**src/rtl/piso_sched_pkg.sv**
```systemverilog
// rtl/piso_sched_pkg.sv - shared types and width helpers for the PISO transmit scheduler
package piso_sched_pkg;
  typedef enum logic [1:0] {IDLE, LOAD, SHIFT, GAP} sched_state_t;

  function automatic int id_width(input int n);
    return $clog2((n < 2) ? 2 : n);
  endfunction

  function automatic int cnt_width(input int w, input int gap_cycles);
    return $clog2(((w > gap_cycles) ? w : gap_cycles) + 1);
  endfunction
endpackage

```
**src/rtl/piso_tx_scheduler_if.sv**
```systemverilog
// rtl/piso_tx_scheduler_if.sv - requester and PISO-side signal bundle of the scheduler
interface piso_tx_scheduler_if
  import piso_sched_pkg::*;
#(
  parameter int W       = 4,
  parameter int NUM_REQ = 4
) ();
  localparam int ID_W = id_width(NUM_REQ);

  logic [NUM_REQ-1:0]   i_req;
  logic [NUM_REQ*W-1:0] i_req_data;
  logic [NUM_REQ-1:0]   o_req_ack;
  logic                 o_piso_load;
  logic [W-1:0]         o_piso_data;
  logic                 o_bit_valid;
  logic                 o_frame_start;
  logic                 o_frame_end;
  logic [ID_W-1:0]      o_active_id;
  logic                 o_busy;

  modport master (
    output i_req, i_req_data,
    input  o_req_ack, o_piso_load, o_piso_data, o_bit_valid,
           o_frame_start, o_frame_end, o_active_id, o_busy
  );

  modport slave (
    input  i_req, i_req_data,
    output o_req_ack, o_piso_load, o_piso_data, o_bit_valid,
           o_frame_start, o_frame_end, o_active_id, o_busy
  );
endinterface

```
**src/rtl/piso_tx_scheduler_rr_arbiter.sv**
```systemverilog
// rtl/piso_tx_scheduler_rr_arbiter.sv - combinational round-robin pick starting at the pointer
module rr_arbiter
  import piso_sched_pkg::*;
#(
  parameter int NUM_REQ = 4,
  parameter int ID_W    = id_width(NUM_REQ)
) (
  input  logic [NUM_REQ-1:0] req,
  input  logic [ID_W-1:0]    ptr,
  input  logic               en,
  output logic [NUM_REQ-1:0] grant,
  output logic [ID_W-1:0]    id,
  output logic               valid
);
  logic [ID_W-1:0] idx;

  always_comb begin
    grant = '0;
    id    = '0;
    valid = 1'b0;
    idx   = '0;
    for (int i = 0; i < NUM_REQ; i++) begin
      idx = ID_W'((int'(ptr) + i) % NUM_REQ);
      if (en && !valid && req[idx]) begin
        valid      = 1'b1;
        grant[idx] = 1'b1;
        id         = idx;
      end
    end
  end
endmodule

```
**src/rtl/piso_tx_scheduler.sv**
```systemverilog
// rtl/piso_tx_scheduler.sv - shares one PISO among requesters and marks the serial bits it emits
module piso_tx_scheduler
  import piso_sched_pkg::*;
#(
  parameter int W          = 4,
  parameter int NUM_REQ    = 4,
  parameter int GAP_CYCLES = 0
) (
  input logic                i_clk,
  input logic                i_rst,
  piso_tx_scheduler_if.slave bus
);
  localparam int ID_W  = id_width(NUM_REQ);
  localparam int CNT_W = cnt_width(W, GAP_CYCLES);
  localparam logic [CNT_W-1:0] SHIFT_LAST = CNT_W'(W - 1);
  localparam logic [CNT_W-1:0] GAP_LAST   = CNT_W'((GAP_CYCLES > 0) ? GAP_CYCLES - 1 : 0);
  localparam bit NO_GAP = (GAP_CYCLES == 0);

  sched_state_t       state_q, state_d;
  logic [CNT_W-1:0]   cnt_q, cnt_d;
  logic [ID_W-1:0]    ptr_q, cur_id_q;
  logic               shift_last, gap_last;
  logic               arb_en, arb_valid;
  logic [NUM_REQ-1:0] arb_grant;
  logic [ID_W-1:0]    arb_id;

  logic               load_q, load_d;
  logic [NUM_REQ-1:0] ack_q, ack_d;
  logic [W-1:0]       data_q, data_d;
  logic               valid_q, valid_d, start_q, start_d, end_q, end_d, busy_q, busy_d;
  logic [ID_W-1:0]    id_q, id_d;

  assign shift_last = (state_q == SHIFT) && (cnt_q == SHIFT_LAST);
  assign gap_last   = (state_q == GAP) && (cnt_q == GAP_LAST);
  assign arb_en     = (state_q == IDLE) || (shift_last && NO_GAP) || gap_last;

  rr_arbiter #(.NUM_REQ(NUM_REQ), .ID_W(ID_W)) u_arb (
    .req   (bus.i_req),
    .ptr   (ptr_q),
    .en    (arb_en),
    .grant (arb_grant),
    .id    (arb_id),
    .valid (arb_valid)
  );

  always_ff @(posedge i_clk) begin
    if (i_rst) begin
      state_q <= IDLE;
      cnt_q   <= '0;
    end else begin
      state_q <= state_d;
      cnt_q   <= cnt_d;
    end
  end

  // A grant at an arbitration point overrides whatever the frame sequence would do next.
  always_comb begin
    state_d = state_q;
    cnt_d   = cnt_q;
    unique case (state_q)
      IDLE: ;
      LOAD: begin
        state_d = SHIFT;
        cnt_d   = '0;
      end
      SHIFT: begin
        if (shift_last) begin
          state_d = NO_GAP ? IDLE : GAP;
          cnt_d   = '0;
        end else begin
          cnt_d = cnt_q + 1'b1;
        end
      end
      GAP: begin
        if (gap_last) begin
          state_d = IDLE;
          cnt_d   = '0;
        end else begin
          cnt_d = cnt_q + 1'b1;
        end
      end
      default: state_d = IDLE;
    endcase
    if (arb_valid) begin
      state_d = LOAD;
      cnt_d   = '0;
    end
  end

  // Serial markers lag the SHIFT state by one register, matching the PISO output stage.
  always_comb begin
    load_d  = arb_valid;
    ack_d   = arb_grant;
    data_d  = arb_valid ? bus.i_req_data[int'(arb_id)*W +: W] : data_q;
    valid_d = (state_q == SHIFT);
    start_d = valid_d && (cnt_q == '0);
    end_d   = shift_last;
    id_d    = valid_d ? cur_id_q : '0;
    busy_d  = (state_d != IDLE) || valid_d;
  end

  always_ff @(posedge i_clk) begin
    if (i_rst) begin
      ptr_q    <= '0;
      cur_id_q <= '0;
    end else if (arb_valid) begin
      ptr_q    <= (int'(arb_id) == NUM_REQ - 1) ? '0 : arb_id + 1'b1;
      cur_id_q <= arb_id;
    end
  end

  always_ff @(posedge i_clk) begin
    if (i_rst) begin
      load_q  <= 1'b0;
      ack_q   <= '0;
      data_q  <= '0;
      valid_q <= 1'b0;
      start_q <= 1'b0;
      end_q   <= 1'b0;
      id_q    <= '0;
      busy_q  <= 1'b0;
    end else begin
      load_q  <= load_d;
      ack_q   <= ack_d;
      data_q  <= data_d;
      valid_q <= valid_d;
      start_q <= start_d;
      end_q   <= end_d;
      id_q    <= id_d;
      busy_q  <= busy_d;
    end
  end

  assign bus.o_piso_load   = load_q;
  assign bus.o_req_ack     = ack_q;
  assign bus.o_piso_data   = data_q;
  assign bus.o_bit_valid   = valid_q;
  assign bus.o_frame_start = start_q;
  assign bus.o_frame_end   = end_q;
  assign bus.o_active_id   = id_q;
  assign bus.o_busy        = busy_q;
endmodule

```
**src/flat_wrapper.sv**
```systemverilog
// flat-port wrapper written by rule: the top's interface ports become plain ports
module piso_tx_scheduler_flat import piso_sched_pkg::*;
#(
  parameter int W          = 4,
  parameter int NUM_REQ    = 4,
  parameter int GAP_CYCLES = 0
)
  (i_clk, i_rst, bus_i_req, bus_i_req_data, bus_o_req_ack, bus_o_piso_load, bus_o_piso_data, bus_o_bit_valid, bus_o_frame_start, bus_o_frame_end, bus_o_active_id, bus_o_busy);
  piso_tx_scheduler_if #(.W(W), .NUM_REQ(NUM_REQ)) bus_i ();
  input logic i_clk;
  input logic i_rst;
  input wire logic [$bits(bus_i.i_req)-1:0] bus_i_req;
  input wire logic [$bits(bus_i.i_req_data)-1:0] bus_i_req_data;
  output wire logic [$bits(bus_i.o_req_ack)-1:0] bus_o_req_ack;
  output wire logic [$bits(bus_i.o_piso_load)-1:0] bus_o_piso_load;
  output wire logic [$bits(bus_i.o_piso_data)-1:0] bus_o_piso_data;
  output wire logic [$bits(bus_i.o_bit_valid)-1:0] bus_o_bit_valid;
  output wire logic [$bits(bus_i.o_frame_start)-1:0] bus_o_frame_start;
  output wire logic [$bits(bus_i.o_frame_end)-1:0] bus_o_frame_end;
  output wire logic [$bits(bus_i.o_active_id)-1:0] bus_o_active_id;
  output wire logic [$bits(bus_i.o_busy)-1:0] bus_o_busy;
  assign bus_i.i_req = bus_i_req;
  assign bus_i.i_req_data = bus_i_req_data;
  assign bus_o_req_ack = bus_i.o_req_ack;
  assign bus_o_piso_load = bus_i.o_piso_load;
  assign bus_o_piso_data = bus_i.o_piso_data;
  assign bus_o_bit_valid = bus_i.o_bit_valid;
  assign bus_o_frame_start = bus_i.o_frame_start;
  assign bus_o_frame_end = bus_i.o_frame_end;
  assign bus_o_active_id = bus_i.o_active_id;
  assign bus_o_busy = bus_i.o_busy;
  piso_tx_scheduler #(.W(W), .NUM_REQ(NUM_REQ), .GAP_CYCLES(GAP_CYCLES)) u_core (.i_clk(i_clk), .i_rst(i_rst), .bus(bus_i));
endmodule
```
**config.mk**
```make
export PLATFORM = sky130hd
export DESIGN_NAME = piso_tx_scheduler_flat
export DESIGN_NICKNAME = d
export VERILOG_FILES = /design/src/rtl/piso_sched_pkg.sv /design/src/rtl/piso_tx_scheduler_if.sv /design/src/rtl/piso_tx_scheduler_rr_arbiter.sv /design/src/rtl/piso_tx_scheduler.sv /design/src/flat_wrapper.sv
export SDC_FILE = /design/constraint.sdc
export NUM_CORES = 1
export LEC_CHECK = 0
export CORE_MARGIN = 2
export CORE_UTILIZATION = 40
export CTS_CLUSTER_DIAMETER = 80
export DETAILED_ROUTE_END_ITERATION = 10
export MAX_ROUTING_LAYER = met4
export PLACE_DENSITY = 0.67
export SLEW_MARGIN = 20
export SYNTH_ARGS = -nofsm -noshare
export SYNTH_HDL_FRONTEND = slang
export SYNTH_HIERARCHICAL = 1
export SYNTH_SLANG_ARGS = --single-unit
```
**constraint.sdc**
```tcl
create_clock -name i_clk -period 3.7 [get_ports i_clk]
set_clock_uncertainty 0.2 [all_clocks]
set_input_delay 0.555 -clock i_clk [delete_from_list [all_inputs] [get_ports i_clk]]
set_output_delay 0.555 -clock i_clk [all_outputs]
set_load 0.01 [all_outputs]
```
==> results by group, run 1 <==
Run status
  • Status: complete, no violations

Worst setup path
  • Crit-path max cell delay: 590 ps
  • Setup CP Type: input pin to flop
  • Ordered cell list for the critical path: clkdlybuf4s50_1, mux4_2, nor2b_4, or2_1, o21ai_1, buf_4, mux4_2, mux2i_1, nor2_1
  • CP endpoint kind: flop
  • CP arrival: 3190 ps
  • Critical path fanouts, max: 10
  • Highest-delay cell along the critical path: mux4_2
  • CP most frequent cell: mux4_2
  • Worst setup SP type: input pin
  • Critical Path RT: 3630 ps

Global route
  • Largest net degree at the start of global routing: 21
  • Number of global-route vias before repair: 1,230
  • Initial antenna violation count: 0
  • Overflow after GRT: 0
  • First-pass GRT wire length: 5660 um
  • Tot GR Track Use: 16.9%

Synth
  • Sequential share of the synthesized area: 30.7%
  • Syn avg cell area: 9.84 um2
  • YS warnings: 6
  • Syn nets: 192
  • Post-synthesis cell type count: 42
  • Post-synthesis cell area: 1570 um2
  • Synth Register Bits: 24
  • Syn Inst Count: 159

STA
  • Final period utilization: 88.1%
  • Peak Freq: 307 MHz
  • Max-slew violations: 0
  • Setup violators final: 0
  • Worst rel slew slack: 52.0%
  • Fin Setup TNS: 0 ps
  • RSZ-0062 raised after global routing: no
  • Fin. Hold Viols: 0
  • Least-Margin Pin Slew: 718 ps
  • Tmin final: 3260 ps

Power
  • Sequential group share of total power: 24.3%
  • Cell leakage power: 0.800 nW
  • Int Power: 0.000947 W
  • Logic pwr share: 60.7%
  • PwrDens: 739 nW/um2
  • Maximum VDD drop: 0.295 mV
  • Net Sw Frac: 37.2%
  • NetSw: 0.000560 W
  • Clock share of power: 15.0%

Final layout
  • Proportion of layout cells with a drive suffix above 1: 11.7%
  • Final instance area: 2040 um2
  • Commonest non-fill, non-tap cell in the layout: clkdlybuf4s50_1
  • Commonest non-fill, non-tap cells in the layout: 36 x clkdlybuf4s50_1, 24 x dfxtp_1, 14 x nor2_1, 11 x mux2i_1, 11 x ha_1
  • # diodes: 0
  • Fill cell count: 337
  • Final design utilization: 54.8%
  • Area growth syn-to-layout: 30.2%
  • Fin nets: 230

Floorplanning
  • Initial core utilization: 42.1%
  • DIE WIDTH: 66.6 um
  • Die Footprint: 4430 um2
  • I/O Pins: 37
  • Row count: 22
  • Die Span Y: 66.6 um
  • Core footprint: 3720 um2

Detailed routing
  • Vias post-DR: 1,309
  • DRT Pass-1 Iters: 4
  • Final WL: 3460 um
  • ANT nets after route: 0
  • DR WL/cell: 14.2 um
  • DRC viols: 0
  • Via density: 5.36
  • Detailed Route Iter0 Violations: 64

Clock network
  • H-tree depth: 1
  • Sink Count: 24
  • Skew-Pair Late Insertion Delay: 260 ps
  • Clock transition at path regs: 80 ps
  • Post-CTS sizing: 0
  • Root buf cell: clkbuf_8
  • CTS tree: done
  • Post-CTS Setup Bufs: 0
  • Hold buffers post-CTS: 0
  • CTS buffer count: 3
  • CTS max path bufs: 2

Placed design
  • Gpl congestion: 0.865
  • Port bufs: 36
  • Placed inst area: 1970 um2
  • DP HPWL: 2590 um

Hold path
  • Min-delay worst type: flop to flop

Run
  • Max Cap Viol: 0
==> metrics by stage <==
stage / hold WS (ps) / cells / power (W) / setup WS [ps]
3_5_place_dp: 253 / 240 / 0.00128 / 188
6_report: 273 / 244 / 0.00151 / 439
3_3_place_gp: 254 / 240 / 0.00125 / 266
2_1_floorplan: 229 / 159 / 0.00105 / 247
4_1_cts: 274 / 244 / 0.00151 / 474
5_1_grt: 291 / 244 / 0.00161 / 281
==> final timing paths <==
check | end | cells past startpoint | start | slack [ps]
hold / removal | u_core/bus.o_active_id[1] | 1 | u_core/cur_id_q[1] | 270
hold reg to reg | u_core/bus.o_active_id[1] | 1 | u_core/cur_id_q[1] | 270
setup / recovery | u_core/bus.o_piso_data[3] | 9 | bus_i_req[1] | 440
setup reg to reg | u_core/bus.o_piso_data[3] | 10 | u_core/ptr_q[0] | 540
==> per-layer routing <==
| layer | global-route usage (%) | wire length, um | vias up |
|---|---|---|---|
| li1 | - | - | 656 |
| met1 | 20.6 | 1600 | 632 |
| met2 | 28.6 | 1770 | 19 |
| met3 | 2.53 | 80 | 2 |
| met4 | 5.36 | 21 | 0 |
| met5 | - | 0 | - |
==> cell type report <==
class	count	area, um2	area share (%)
Clock buffer	3	41.3	2.03
Clock inverter	1	30.0	1.47
Inverter	8	30.0	1.47
Multi-Input combinational cell	116	976	47.9
Sequential cell	24	480	23.6
Tap cell	48	60.1	2.95
Timing Repair Buffer	44	420	20.6
==> worst max-delay path: cells and delay by family <==
family                 cells  cell delay (ps)
AOI/OAI and AO/OA          1              130
muxes                      3             1260
and+or+nand+nor            3              480
buffers and inverters      2              760
==> synthesized netlist by cell type <==
master	count	share of area [%]
dfxtp_1	24	31
clkbuf_1	2	0.48
o21ai_0	5	1.6
o32ai_1	1	0.56
a311oi_1	1	0.56
nor4b_4	1	1.5
nor2_1	14	3.4
nor2b_4	1	0.88
buf_4	3	1.4
or2_1	1	0.40
and3b_1	1	0.56
a2bb2oi_1	1	0.56
nand2b_1	1	0.40
mux4_1	1	1.7
nor3_1	2	0.64
o211ai_1	3	1.4
nor4bb_1	1	0.64
nor2b_1	10	4.0
inv_1	8	1.9
ha_1	11	8.8
nand3b_1	2	0.96
nor3b_1	3	1.4
o22ai_1	2	0.80
a21boi_0	1	0.48
nor4_1	1	0.40
mux4_2	6	8.6
nand3_1	4	1.3
a221o_1	4	2.6
o31ai_1	1	0.48
buf_6	3	2.2
a211oi_1	2	0.96
mux2i_1	11	7.0
and2_1	3	1.2
buf_2	3	0.96
a21oi_1	6	1.9
o21bai_1	1	0.48
or3_1	1	0.40
nand2_1	4	0.96
mux2_2	3	2.2
o21ai_1	1	0.32
a22oi_1	4	1.9
a31oi_1	1	0.40
==> flip-flops by register name, summed over array words and instances, names as in the netlist, 2 cells and up <==
signal,cells
u_core/bus.o_piso_data,4
u_core/bus.o_req_ack,4
u_core/cnt_q,3
u_core/bus.o_active_id,2
u_core/cur_id_q,2
u_core/ptr_q,2
u_core/state_q,2
==> power by group through the flow <==
stage / Combinational, W / Clock, W / Sequential (W)
floorplan: 0.000668 / 0 / 0.000383
global placement: 0.000885 / 0 / 0.000369
detailed placement: 0.000911 / 0 / 0.000370
CTS: 0.000914 / 0.000235 / 0.000366
global route: 0.000997 / 0.000242 / 0.000374
finish: 0.000914 / 0.000227 / 0.000366
==> logic make-up after synthesis <==
logic type               after synthesis  synth area share (%)
AO/OA/AOI/OAI                         34                  15.0
adder cells (fa/ha/maj)               11                  8.79
buffers and inverters                 19                  6.95
flip-flops                            24                  30.7
multiplexers                          21                  19.5
AND/OR/NAND/NOR                       50                  19.0
Power figures use the tool's default switching activity.
==> inputs of run 2 (changes only) <==
--- a/config.mk
+++ b/config.mk
@@ -8,6 +8,7 @@
 export CORE_MARGIN = 2
 export CORE_UTILIZATION = 40
 export CTS_CLUSTER_DIAMETER = 80
+export CTS_CLUSTER_SIZE = 12
 export DETAILED_ROUTE_END_ITERATION = 10
 export MAX_ROUTING_LAYER = met4
 export PLACE_DENSITY = 0.67
==> results of run 2 <==
Final layout, timing and power as in run 1 (identical DEF).
==> inputs of run 3 (changes only) <==
--- a/config.mk
+++ b/config.mk
@@ -6,12 +6,12 @@
 export NUM_CORES = 1
 export LEC_CHECK = 0
 export CORE_MARGIN = 2
-export CORE_UTILIZATION = 40
-export CTS_CLUSTER_DIAMETER = 80
+export CORE_UTILIZATION = 36
+export CTS_CLUSTER_DIAMETER = 200
 export CTS_CLUSTER_SIZE = 12
 export DETAILED_ROUTE_END_ITERATION = 10
 export MAX_ROUTING_LAYER = met4
-export PLACE_DENSITY = 0.67
+export PLACE_DENSITY = 0.61
 export SLEW_MARGIN = 20
 export SYNTH_ARGS = -nofsm -noshare
 export SYNTH_HDL_FRONTEND = slang
==> run 3 against run 2 <==
Compared with the run above: maximum frequency decreased by 2.2%; critical path type is now flop to flop; clock power down 34%; sequential share of layout area is 0.41 points higher; sequential cell count is the same; highest routed layer unchanged; routed wire length shrank 0.14%; setup slack lost 74 ps; combinational power down 2%; worst hold slack about the same; first-iteration DRC count shrank 30%; register-to-register slack got worse by 170 ps.
==> results by group, run 3 (same netlist as run 1, synthesis figures left out) <==
Global route
  • Initial antenna violation count: 0 (unchanged)
  • First-pass GRT wire length: 6150 um (was 5660 um)
  • Tot GR Track Use: 15.5% (was 16.9%)
  • Number of global-route vias before repair: 1,283 (was 1,230)
  • Overflow after GRT: 0 (unchanged)
  • Largest net degree at the start of global routing: 21 (unchanged)

Worst setup path
  • Worst setup SP type: flop (was input pin)
  • Critical Path RT: 3620 ps (was 3630 ps)
  • CP arrival: 3260 ps (was 3190 ps)
  • CP endpoint kind: flop (unchanged)
  • Setup CP Type: flop to flop (was input pin to flop)
  • Critical path fanouts, max: 8 (was 10)

STA
  • Peak Freq: 300 MHz (was 307 MHz)
  • Fin Setup TNS: 0 ps (unchanged)
  • Least-Margin Pin Slew: 716 ps (was 718 ps)
  • Tmin final: 3330 ps (was 3260 ps)
  • Fin. Hold Viols: 0 (unchanged)
  • Worst rel slew slack: 52.1% (was 52.0%)
  • Final period utilization: 90.1% (was 88.1%)
  • Max-slew violations: 0 (unchanged)
  • Setup violators final: 0 (unchanged)
  • RSZ-0062 raised after global routing: no (unchanged)

Clock network
  • CTS tree: done (unchanged)
  • CTS max path bufs: 2 (unchanged)
  • Post-CTS sizing: 0 (unchanged)
  • Hold buffers post-CTS: 0 (unchanged)
  • H-tree depth: 1 (unchanged)
  • CTS buffer count: 3 (unchanged)
  • Sink Count: 24 (unchanged)
  • Root buf cell: clkbuf_8 (unchanged)
  • Post-CTS Setup Bufs: 0 (unchanged)
  • Skew-Pair Late Insertion Delay: 260 ps (about the same)
  • Clock transition at path regs: 80 ps (about the same)

Detailed routing
  • Detailed Route Iter0 Violations: 45 (was 64)
  • DRC viols: 0 (unchanged)
  • DR WL/cell: 14.2 um (about the same)
  • ANT nets after route: 0 (unchanged)
  • DRT Pass-1 Iters: 4 (unchanged)
  • Final WL: 3460 um (about the same)
  • Via density: 5.43 (was 5.36)
  • Vias post-DR: 1,324 (was 1,309)

Floorplanning
  • Die Span Y: 69.9 um (was 66.6 um)
  • Initial core utilization: 38.3% (was 42.1%)
  • DIE WIDTH: 69.9 um (was 66.6 um)
  • Row count: 23 (was 22)
  • Die Footprint: 4890 um2 (was 4430 um2)
  • I/O Pins: 37 (unchanged)
  • Core footprint: 4090 um2 (was 3720 um2)

Placed design
  • DP HPWL: 2620 um (was 2590 um)
  • Placed inst area: 1960 um2 (was 1970 um2)
  • Placed Cells: 241 (was 240)
  • Port bufs: 36 (unchanged)
  • Gpl congestion: 0.914 (was 0.865)

Final layout
  • Post-route insts no fill: 244 (unchanged)
  • Final instance area: 2000 um2 (was 2040 um2)
  • Fin nets: 229 (was 230)
  • Commonest non-fill, non-tap cells in the layout: 36 x clkdlybuf4s50_1, 24 x dfxtp_1, 14 x nor2_1, 11 x mux2i_1, 11 x ha_1 (unchanged)
  • Commonest non-fill, non-tap cell in the layout: clkdlybuf4s50_1 (unchanged)
  • Area growth syn-to-layout: 28.0% (was 30.2%)
  • # diodes: 0 (unchanged)
  • Fill cell count: 388 (was 337)
  • Proportion of layout cells with a drive suffix above 1: 10.8% (was 11.7%)

Power
  • Maximum VDD drop: 0.430 mV (was 0.295 mV)
  • PwrDens: 705 nW/um2 (was 739 nW/um2)
  • Cell leakage power: 0.781 nW (was 0.800 nW)

Hold path
  • Min-delay worst type: flop to flop (unchanged)

Run
  • Max Cap Viol: 0 (unchanged)

Run status
  • Status: complete, no violations (unchanged)
run 3: cell count changes in the layout (fill, tap and decap cells not counted), sizes merged:
| cell | previous run | this run |
|---|---|---|
| buf | 8 | 7 |
| bufinv | 1 | 0 |
run 3: routing by layer:
metal	track usage, %	wire, um
met4	4.49	25
met5	-	0
met1	20.8	1610
met2	24.1	1710
met3	2.31	105
run 3: path summary, 6_finish.rpt:
check | start | to | slack (ps) | depth (start not counted)
worst max-delay path | u_core/ptr_q[1] | u_core/bus.o_piso_data[3] | 370 | 10
worst max register to register | u_core/ptr_q[1] | u_core/bus.o_piso_data[3] | 370 | 10
worst min-delay path | u_core/cur_id_q[0] | u_core/bus.o_active_id[0] | 270 | 1
worst min register to register | u_core/cur_id_q[0] | u_core/bus.o_active_id[0] | 270 | 1
run 3: critical path, stage by stage, from the launching register on:
cell and delay (ps):
dfxtp_1 340, inv_1 130, ha_1 470, mux4_2 610, nor2b_4 190, or2_1 240, o21ai_1 130, buf_4 180
mux4_2 500, mux2i_1 150, nor2_1 60
run 3: where the power goes:
part           switching (W)  internal [W]
clock              0.0000761     0.0000726
sequential         0.0000391      0.000325
combinational       0.000433      0.000466
run 3: final cells by class:
type                            count  area (um2)  share of cell area, %
Multi-Input combinational cell    116         976                   48.7
Sequential cell                    24         480                   24.0
Timing Repair Buffer               43         413                   20.6
Tap cell                           50        62.6                   3.12
Clock buffer                        3        41.3                   2.06
Inverter                            8        30.0                   1.50
run 3: stage by stage:
stage	hold slack [ps]	utilization, %	power, W	setup slack (ps)
finish	273	49.0	0.00141	365
global route	304	49.0	0.00153	146
global placement	250	48.0	0.00125	291
floorplan	229	-	0.00105	247
detailed placement	257	48.0	0.00127	209
CTS	276	49.0	0.00142	357
